===== config.mk =====
export PLATFORM = sky130hd
export DESIGN_NAME = muldiv_unit
export DESIGN_NICKNAME = d
export VERILOG_FILES = /design/src/rtl/muldiv_unit.sv
export SDC_FILE = /design/constraint.sdc
export NUM_CORES = 1
export LEC_CHECK = 0
export BUFFER_PORTS_ARGS = -buffer_cell sky130_fd_sc_hd__buf_2
export CORE_ASPECT_RATIO = 2
export CORE_MARGIN = 5
export CORE_UTILIZATION = 40
export CTS_CLUSTER_DIAMETER = 100
export DETAILED_ROUTE_END_ITERATION = 7
export GPL_TIMING_DRIVEN = 0
export SYNTH_ARGS = -nofsm -noshare
export SYNTH_HDL_FRONTEND = slang
export SYNTH_SLANG_ARGS = --single-unit

===== constraint.sdc =====
create_clock -name clk -period 6.52 [get_ports clk]
set_clock_uncertainty 0.2 [all_clocks]
set_input_delay 0.326 -clock clk [delete_from_list [all_inputs] [get_ports clk]]
set_output_delay 0.326 -clock clk [all_outputs]
set_load 0.02 [all_outputs]

===== src/rtl/muldiv_unit.sv =====
// Iterative 64-bit MUL/UMULH/UDIV/SDIV unit feeding the register-file write port.
// A shared 128-bit accumulator serves as product register (mul) or remainder:quotient (div).
module muldiv_unit #(
  parameter int unsigned WIDTH = 64,
  parameter int unsigned CNT_W = 6
) (
  input  logic             clk,
  input  logic             reset,
  input  logic             start,
  input  logic [1:0]       op,
  input  logic [WIDTH-1:0] a,
  input  logic [WIDTH-1:0] b,
  input  logic [4:0]       dest,
  output logic             busy,
  output logic             done,
  output logic             write,
  output logic [4:0]       sel_w,
  output logic [WIDTH-1:0] result
);

  localparam logic [1:0] OP_MUL   = 2'b00;
  localparam logic [1:0] OP_UMULH = 2'b01;
  localparam logic [1:0] OP_SDIV  = 2'b11;
  localparam int unsigned ACC_W   = 2 * WIDTH;

  typedef enum logic [1:0] {S_IDLE, S_RUN, S_FIX, S_DONE} state_t;

  state_t             state_q;
  logic [CNT_W-1:0]   cnt_q;
  logic [1:0]         op_q;
  logic               neg_q;
  logic [WIDTH-1:0]   opb_q;
  logic [ACC_W-1:0]   acc_q;
  logic               busy_q;
  logic               done_q;
  logic [4:0]         sel_w_q;
  logic [WIDTH-1:0]   result_q;

  logic [ACC_W-1:0]   acc_d;
  logic [WIDTH-1:0]   result_d;
  logic [WIDTH:0]     mul_sum;
  logic [WIDTH:0]     div_shift;
  logic [WIDTH-1:0]   div_diff;
  logic               div_ge;
  logic [WIDTH-1:0]   quot;
  logic [WIDTH-1:0]   abs_a;
  logic [WIDTH-1:0]   abs_b;

  // One iteration step: shift-add for multiply, restoring step for divide
  always_comb begin
    mul_sum   = {1'b0, acc_q[ACC_W-1:WIDTH]}
              + (acc_q[0] ? {1'b0, opb_q} : (WIDTH+1)'(0));
    div_shift = {acc_q[ACC_W-1:WIDTH], acc_q[WIDTH-1]};
    div_ge    = (div_shift >= {1'b0, opb_q});
    div_diff  = div_shift[WIDTH-1:0] - opb_q;
    acc_d     = acc_q;
    if (op_q[1]) begin
      if (div_ge) acc_d = {div_diff, acc_q[WIDTH-2:0], 1'b1};
      else        acc_d = {div_shift[WIDTH-1:0], acc_q[WIDTH-2:0], 1'b0};
    end else begin
      acc_d = {mul_sum, acc_q[WIDTH-1:1]};
    end
  end

  // Final result selection, sign fix-up and divide-by-zero override
  always_comb begin
    quot     = acc_q[WIDTH-1:0];
    result_d = '0;
    case (op_q)
      OP_MUL:   result_d = acc_q[WIDTH-1:0];
      OP_UMULH: result_d = acc_q[ACC_W-1:WIDTH];
      default: begin
        if (opb_q == '0)  result_d = '0;
        else if (neg_q)   result_d = (~quot) + WIDTH'(1);
        else              result_d = quot;
      end
    endcase
  end

  always_comb begin
    abs_a = a[WIDTH-1] ? (~a) + WIDTH'(1) : a;
    abs_b = b[WIDTH-1] ? (~b) + WIDTH'(1) : b;
  end

  always_ff @(posedge clk) begin
    if (reset) begin
      state_q  <= S_IDLE;
      cnt_q    <= '0;
      op_q     <= '0;
      neg_q    <= 1'b0;
      opb_q    <= '0;
      acc_q    <= '0;
      busy_q   <= 1'b0;
      done_q   <= 1'b0;
      sel_w_q  <= '0;
      result_q <= '0;
    end else begin
      case (state_q)
        S_IDLE: begin
          done_q <= 1'b0;
          if (start) begin
            op_q    <= op;
            sel_w_q <= dest;
            cnt_q   <= CNT_W'(WIDTH - 1);
            busy_q  <= 1'b1;
            state_q <= S_RUN;
            neg_q   <= (op == OP_SDIV) && (a[WIDTH-1] ^ b[WIDTH-1]);
            if (op == OP_SDIV) begin
              opb_q <= abs_b;
              acc_q <= {WIDTH'(0), abs_a};
            end else if (op[1]) begin
              opb_q <= b;
              acc_q <= {WIDTH'(0), a};
            end else begin
              // Multiplier sits in the low half and shifts out as partial products accumulate
              opb_q <= a;
              acc_q <= {WIDTH'(0), b};
            end
          end
        end
        S_RUN: begin
          acc_q <= acc_d;
          cnt_q <= cnt_q - CNT_W'(1);
          if (cnt_q == '0) state_q <= S_FIX;
        end
        S_FIX: begin
          result_q <= result_d;
          done_q   <= 1'b1;
          busy_q   <= 1'b0;
          state_q  <= S_DONE;
        end
        default: begin
          done_q  <= 1'b0;
          state_q <= S_IDLE;
        end
      endcase
    end
  end

  assign busy   = busy_q;
  assign done   = done_q;
  assign write  = done_q;
  assign sel_w  = sel_w_q;
  assign result = result_q;

endmodule


# Yosys cells after proc, flatten, opt, wreduce, memory -nomap -nowiden
# Cells that the tools add are included.
# word_totals
regBits	274
out_inout_bits	72
# classes
addsub	6
n_lt_le_gt_ge	1
eq_ne	6
muxes	22
n_bitwise	4
reduce_logical	11
# ops
op	n
2-to-1 mux 64 bit	9
2-to-1 mux 128 bit	3
case mux 128 bit (2 select lines)	1
adder 64 x 1 -> 64 bit, second input constant	3
inverter 64 bit	3
case mux 64 bit (2 select lines)	1
adder 64 x 64 -> 65 bit	1
>= comparator 65 x 64 -> 1 bit	1
logical NOT 64 bit	1
subtractor 64 bit	1
case mux 6 bit (2 select lines)	1
AND reduction 2 bit	4
logical NOT 6 bit	1
2-to-1 mux 6 bit	1
case mux 2 bit (3 select lines)	1
subtractor 6 x 1 -> 6 bit, second input constant	1
== test 2 x 1 -> 1 bit, second input constant	2
== test 2 bit, second input constant	2
logical NOT 2 bit	2
2-to-1 mux 2 bit	2
!= test 2 bit, second input constant	2
case mux 1 bit (2 select lines)	2
nonzero test 2 bit	2
logical AND 1 bit	1
2 further kinds	2

# Longest topological paths before layout
# Gate-level depths: netlist of the first run.
# depth
ltp_word	6
ltp_mapped	18
depth_no_buf	16

# Least setup slack after synthesis of the first run
# OpenSTA, ideal clock, no wires.
# synth_path
kind	register to register
from	reg acc_q[0]
to	reg acc_q[126]
setup_ns	0.091
t_arrival_ns	3.840
required_ns	6.229
setup_slack_ns	2.389
path_stages_with_launch	19
n_path_buf	3
path_cell_list	dfxtp_1 inv_1 clkbuf_1 clkbuf_1 nor2_1 ha_1 clkbuf_1 a21oi_1 o21ai_0 a211oi_1 a31oi_1 a221o_1 o21ai_1 nand2_1 a311o_1 o41ai_1 mux2i_1 a21boi_0 a311oi_1
# synth_between
elab_chain_cells	4
# synth_lines
element	line_no	source
from (decl)	33	logic [ACC_W-1:0] acc_q;
from (signal assigned)	110	acc_q <= {WIDTH'(0), abs_a};
from (signal assigned)	113	acc_q <= {WIDTH'(0), a};
from (signal assigned)	117	acc_q <= {WIDTH'(0), b};
2-to-1 mux 64 bit	52	+ (acc_q[0] ? {1'b0, opb_q} : (WIDTH+1)'(0));
adder 64 x 64 -> 65 bit	52	
2-to-1 mux 128 bit	57	if (op_q[1]) begin
case mux 128 bit (2 select lines)	98	case (state_q)
# No other way between the ends.
# A chain may end at the register's enable or synchronous reset.

# Final worst setup path of the first run
# layout_path
from	reg acc_q[0]
to	reg acc_q[125]
# Same word-level chain as after synthesis.

==> results.toml, run 1 <==
[placed_design]
gp_congestion = 1.063
io_buffer_count = 207
dpl.hpwl_mm = 112.5

[setup_path]
worst-path-stages = 16
end_kind = "flop"
crit_fanout = 10
crit_path_start_kind = "flop"
path_delay_family = "compound AO/OA/AOI/OAI gates"
slowest_delay_ns = 0.96
critPathBufInv = 4
required_ns = 6.81
path_class = "reg -> reg"
arrival_ns = 6.77
ff2ff_path_depth = 16
cp_cell_sequence = "inv_1 -> clkbuf_1 -> clkbuf_1 -> nor2_1 -> ha_1 -> clkbuf_1 -> nand4_1 -> nor4_1 -> nand4_1 -> a21oi_1 -> nor3_1 -> a211oi_1 -> o21ai_0 -> xnor2_1 -> o21ai_0 -> o21ai_0"
worst_path_max_delay_cell = "clkbuf_1"

[finish]
syn_to_final_growth_pct = 14.85
seq_area_um2 = 5485
multi_input_comb_area_um2 = 18570
layout_commonest_cell = "nor2_1"
final_cell_mix = "nor2_1, a21oi_1, dfxtp_1"
final_nets = 4153
drive_gt1_share_pct = 8.774
fill_cells = 6805

[run_status]
status = "complete, no violations"

[detailed_routing]
ant_nets = 0
drt_iter0_markers = 2481
routedWlPerCell_um = 28.84
drc = 0
via_per_inst = 6.332
finalWirelength_mm = 135.5
routed-via-count = 29750
first_pass_iters = 8

[logic_synthesis]
synth_edf_count = 0
synth_flop_cell = "dfxtp_1"
yosysTopAreaCellShare_pct = 21.41
syn_avg_cell_area_um2 = 7.178
netlist_top_cells_area = "dfxtp_1, nor2_1, a21oi_1, ha_1, mux2i_1"
ys_warn_count = 0
syn_inst = 3569
synth.distinct_cells = 94
yosysSeqAreaShare_pct = 21.41
synthArstFlopShare_pct = 0
syn-cell-area_um2 = 25620
yosys_register_bits = 274
synthesis.nets = 3845
yosysTopAreaCell = "dfxtp_1"

[hold_path]
hold_path.class = "in -> reg"
whs_path_depth = 5

[grt]
antenna_found_initial = 4
grt_usage_pct = 37.24
grt_max_degree = 15
grt_pass1_vias = 30140
grt_pass1_wl_mm = 194.2
grt_remaining_overflow = 0

[floorplanning]
start_util_pct = 40.28
ios = 210
dieWidth_um = 189.0
rows = 131
die-area_um2 = 69520
die_h_um = 367.9
core_area_um2 = 63600

[cts]
cts_root_buf = "clkbuf_16"
clkTransAtPathRegs_ns = 0.08
cts_tree = "yes"
cts_buffer_depth = 3
clk_latency_ns = 0.63
cts_max_level = 1
post_cts_resized = 0
cts_buffers = 29
cts.sinks = 274

[sta]
max_slew.worst_pin.slew_ns = 1.297
setup_viol = 0
max-slew-margin-rel_pct = 13.55
fmaxAchievable_mhz = 154.2
setup-tns-final_ns = 0
rsz0062_at_grt = "false"
min_period_ns = 6.485
min_period_over_period_pct = 99.46
hold_viol = 0
drv_slew = 0

[power_and_ir_drop]
p_total_mw = 10.06
ir_drop_uv = 189.0
power_density_nw_per_um2 = 341.7
cellLeakagePower_nw = 11.64

[job]
maxCapViolCount = 0
## worst paths after layout
check,from,endpoint,slack [ns]
worst max register to register,acc_q[0],acc_q[125],0.04
worst min register to register,sel_w[3],sel_w[3],0.26
worst min-delay path,a[25],opb_q[25],0.004
worst max-delay path,acc_q[0],acc_q[125],0.04
## flip-flops by register name (all words and copies together), names as in the netlist
signal,cells
acc_q,128
opb_q,64
result,64
cnt_q,6
sel_w,5
op_q,2
state_q,2
busy,1
done,1
neg_q,1
## routing by layer
| metal | up-vias | share of wire [%] | track usage (%) |
|---|---|---|---|
| met5 | - | 0.0089 | 0 |
| met4 | 2 | 13 | 37.77 |
| met3 | 631 | 5.8 | 4.458 |
| met2 | 1523 | 49 | 66.33 |
| met1 | 13940 | 32 | 35.75 |
| li1 | 13650 | - | - |
## tightest hold or removal path: stages
cell      delay, ns
buf_2          0.13
nor2_1         0.09
a211oi_1       0.08
a21oi_1        0.12
nor2_1         0.04
## cell usage after synthesis, types with 9 or more instances
cell	count
mux2i_1	128
a311oi_1	41
nand4_1	50
clkbuf_1	222
buf_1	15
o21bai_1	33
o211ai_1	21
nand2b_1	13
a22oi_1	38
nand2_1	227
a221o_1	12
o41ai_1	19
ha_1	136
a221oi_1	36
nand3_1	35
nor3_1	83
or3_1	35
a21o_1	80
nor4_1	38
nor2b_1	30
inv_1	125
o221ai_1	34
nor2_1	550
o21a_1	19
a211oi_1	130
xnor2_1	129
o21ai_0	236
o21ai_1	17
buf_2	13
and2_1	15
a21oi_1	384
o31ai_1	33
a31oi_1	19
and3_1	13
a21boi_0	9
dfxtp_1	274
or4_1	9
mux2_2	14
xor2_1	131
## what timing repair did
item,CTS,global route
buffers inserted,0,0
hold endpoints to repair,61,0
endpoints found under the setup margin,0,0
hold buffers,69,0
## cell families (layout without fill, tap and decap cells)
logic type / Yosys count / after routing / share of synthesized area, %
buf+inv: 392 / 721 / 6.158
xor+xnor: 260 / 260 / 8.888
compound gates: 1210 / 1210 / 30.38
flops: 274 / 274 / 21.41
other cells: 0 / 2 / 0
simple gates: 1153 / 1153 / 20.75
fa+ha+maj: 138 / 138 / 6.798
mux: 142 / 142 / 5.616
## where the power goes
part	leakage, nW	switching (mW)	internal, mW
Sequential	2.24	0.543	2.09
Clock	0.507	0.845	1.10
Combinational	8.90	3.79	1.69
## final cells by class
type | instances | share of cell area, %
inverter | 127 | 1.620
clock buffer | 34 | 2.666
timing repair buffer | 277 | 5.894
sequential | 274 | 18.64
antenna | 2 | 0.01701
multi-input combinational | 2903 | 63.11
clock inverter | 18 | 0.9143
buffer | 265 | 3.742
tap | 798 | 3.393
## stage by stage
step           std cells  worst slack, ns  utilization [%]  hold slack (ns)  cell area [um^2]
4_1_cts             4696           0.2627            46.26        0.0002851             29420
6_report            4698          0.03548            46.27         0.004496             29420
3_3_place_gp        4574           0.3381            43.48           0.2421             27650
3_5_place_dp        4575           0.3145            43.52           0.2463             27670
2_1_floorplan       3569            2.389                -           0.2490             25620
5_1_grt             4696          0.07006            46.26          0.04382             29420
(Power assumes the default switching activity.)
==> run 2: changes to the inputs <==
--- a/config.mk
+++ b/config.mk
@@ -12,6 +12,7 @@
 export CTS_CLUSTER_DIAMETER = 100
 export DETAILED_ROUTE_END_ITERATION = 7
 export GPL_TIMING_DRIVEN = 0
+export PLACE_DENSITY = 0.65
 export SYNTH_ARGS = -nofsm -noshare
 export SYNTH_HDL_FRONTEND = slang
 export SYNTH_SLANG_ARGS = --single-unit
==> constraint.sdc (replaced) <==
create_clock -name clk -period 6.52 [get_ports clk]
set_clock_uncertainty 0.2 [all_clocks]
set_input_delay 0.652 -clock clk [delete_from_list [all_inputs] [get_ports clk]]
set_output_delay 0.652 -clock clk [all_outputs]
set_load 0.02 [all_outputs]
==> results.toml, run 2 (synthesized netlist as in run 1, its figures left out) <==
[run_status]
status = "complete, no violations"

[setup_path]
required_ns = 6.82
crit_fanout = 12
crit_path_start_kind = "flop"
path_class = "reg -> reg"
end_kind = "flop"
arrival_ns = 6.64

[detailed_routing]
drc = 0
drt_iter0_markers = 2399
ant_nets = 0
routed-via-count = 29280
routedWlPerCell_um = 28.74
first_pass_iters = 6
finalWirelength_mm = 132.9
via_per_inst = 6.331

[cts]
cts_tree = "yes"
cts_root_buf = "clkbuf_16"
clkTransAtPathRegs_ns = 0.07
cts_buffers = 27
cts.sinks = 274
post_cts_resized = 0
cts_buffer_depth = 3
cts_max_level = 1
clk_latency_ns = 0.60

[sta]
layout_setup_ws_ns = 0.1745
setup_viol = 0
setup-tns-final_ns = 0
max_slew.worst_pin.slew_ns = 1.377
min_period_over_period_pct = 97.32
rsz0062_at_grt = "false"
max-slew-margin-rel_pct = 8.229
hold_slack_ns = 0.08339
hold_viol = 0
drv_slew = 0
fmaxAchievable_mhz = 157.6
min_period_ns = 6.345

[power_and_ir_drop]
cellLeakagePower_nw = 11.29
ir_drop_uv = 169.4
power_density_nw_per_um2 = 341.8
p_total_mw = 9.774

[floorplanning]
die_h_um = 367.9
rows = 131
die-area_um2 = 69520
start_util_pct = 40.28
dieWidth_um = 189.0
core_area_um2 = 63600
ios = 210

[grt]
grt_busiest_layer = "met2"
grt_pass1_vias = 29380
grt_remaining_overflow = 0
use_met3_pct = 4.392
met1_usage_pct = 35.13
grt_pass1_wl_mm = 189.8
grt_use_met2_pct = 64.56
grt_max_degree = 17
antenna_found_initial = 4
grt_usage_pct = 36.36

[placed_design]
gp_congestion = 1.058
dpl.hpwl_mm = 110.5
place_ws_ns = 0.2654
io_buffer_count = 207

[hold_path]
hold_path.class = "in -> reg"

[finish]
drive_gt1_share_pct = 8.839
largest_reg_flops = 128
layout_commonest_cell = "nor2_1"
final_cell_mix = "nor2_1, a21oi_1, dfxtp_1"
seq_area_um2 = 5485
regMostFlops = "acc_q"
fill_cells = 6812
syn_to_final_growth_pct = 11.63
final_nets = 4081
multi_input_comb_area_um2 = 18570

[job]
maxCapViolCount = 0
-- run 2: changes by cell type in the layout (fill, tap and decap cells not counted), sizes merged --
cell         before  now
dlygate4sd3      69    0
clkbuf          257  252
clkinv            5    8
inv             130  127
bufinv            6    4
clkinvlp          4    6
-- run 2: final timing paths --
path | depth (start not counted) | slack [ns] | endpoint | from
setup reg to reg | 17 | 0.17 | acc_q[126] | acc_q[0]
hold reg to reg | 2 | 0.25 | sel_w[1] | sel_w[1]
setup / recovery | 17 | 0.17 | acc_q[126] | acc_q[0]
hold / removal | 3 | 0.08 | sel_w[1] | dest[1]
-- run 2: per-stage QoR --
stage	cell area (um^2)	utilization [%]	instances
6_report	28600	44.97	4624
5_1_grt	28590	44.96	4622
4_1_cts	28600	44.97	4623
3_5_place_dp	27670	43.52	4575
3_3_place_gp	27650	43.48	4574
2_1_floorplan	25620	-	3569
-- run 2: power breakdown --
part / switching (mW) / total (mW) / internal [mW]
logic: 3.73 / 5.37 / 1.63
registers: 0.563 / 2.65 / 2.09
clock network: 0.814 / 1.76 / 0.945
total: 5.11 / 9.77 / 4.66
-- run 2: metal layers --
metal	routed length, um	part of all wire, %
met4	16640	13
met3	7330	5.5
met1	43820	33
met2	65080	49
met5	9	0.0068
-- run 2: area by class of cell --
type	count	share of cell area, %
Timing Repair Buffer	208	3.649
Inverter	127	1.667
Tap cell	798	3.491
Antenna cell	2	0.01750
Multi-Input combinational cell	2903	64.93
Clock inverter	18	0.7569
Sequential cell	274	19.18
Clock buffer	30	2.472
Buffer	264	3.837
-- run 2: timing repair --
| item | 4_1_cts | 5_1_grt |
|---|---|---|
| endpoints found under the hold margin | 0 | 0 |
| endpoints found under the setup margin | 0 | 1 |
| setup buffers | 0 | 0 |
| hold buffers | 0 | 0 |
-- run 2: critical path: stages, from the launching register on --
cell      delay, ns
dfxtp_1        0.40
inv_1          0.69
clkbuf_1       0.41
nor2_1         0.08
ha_1           0.28
clkbuf_1       0.20
a21oi_1        0.26
o21ai_0        0.19
a211oi_1       0.43
a31oi_1        0.28
a221o_1        0.47
o21ai_1        0.17
nand2_1        0.15
a311o_1        0.38
o41ai_1        0.40
mux2i_1        0.75
a21boi_0       0.19
a311oi_1       0.30
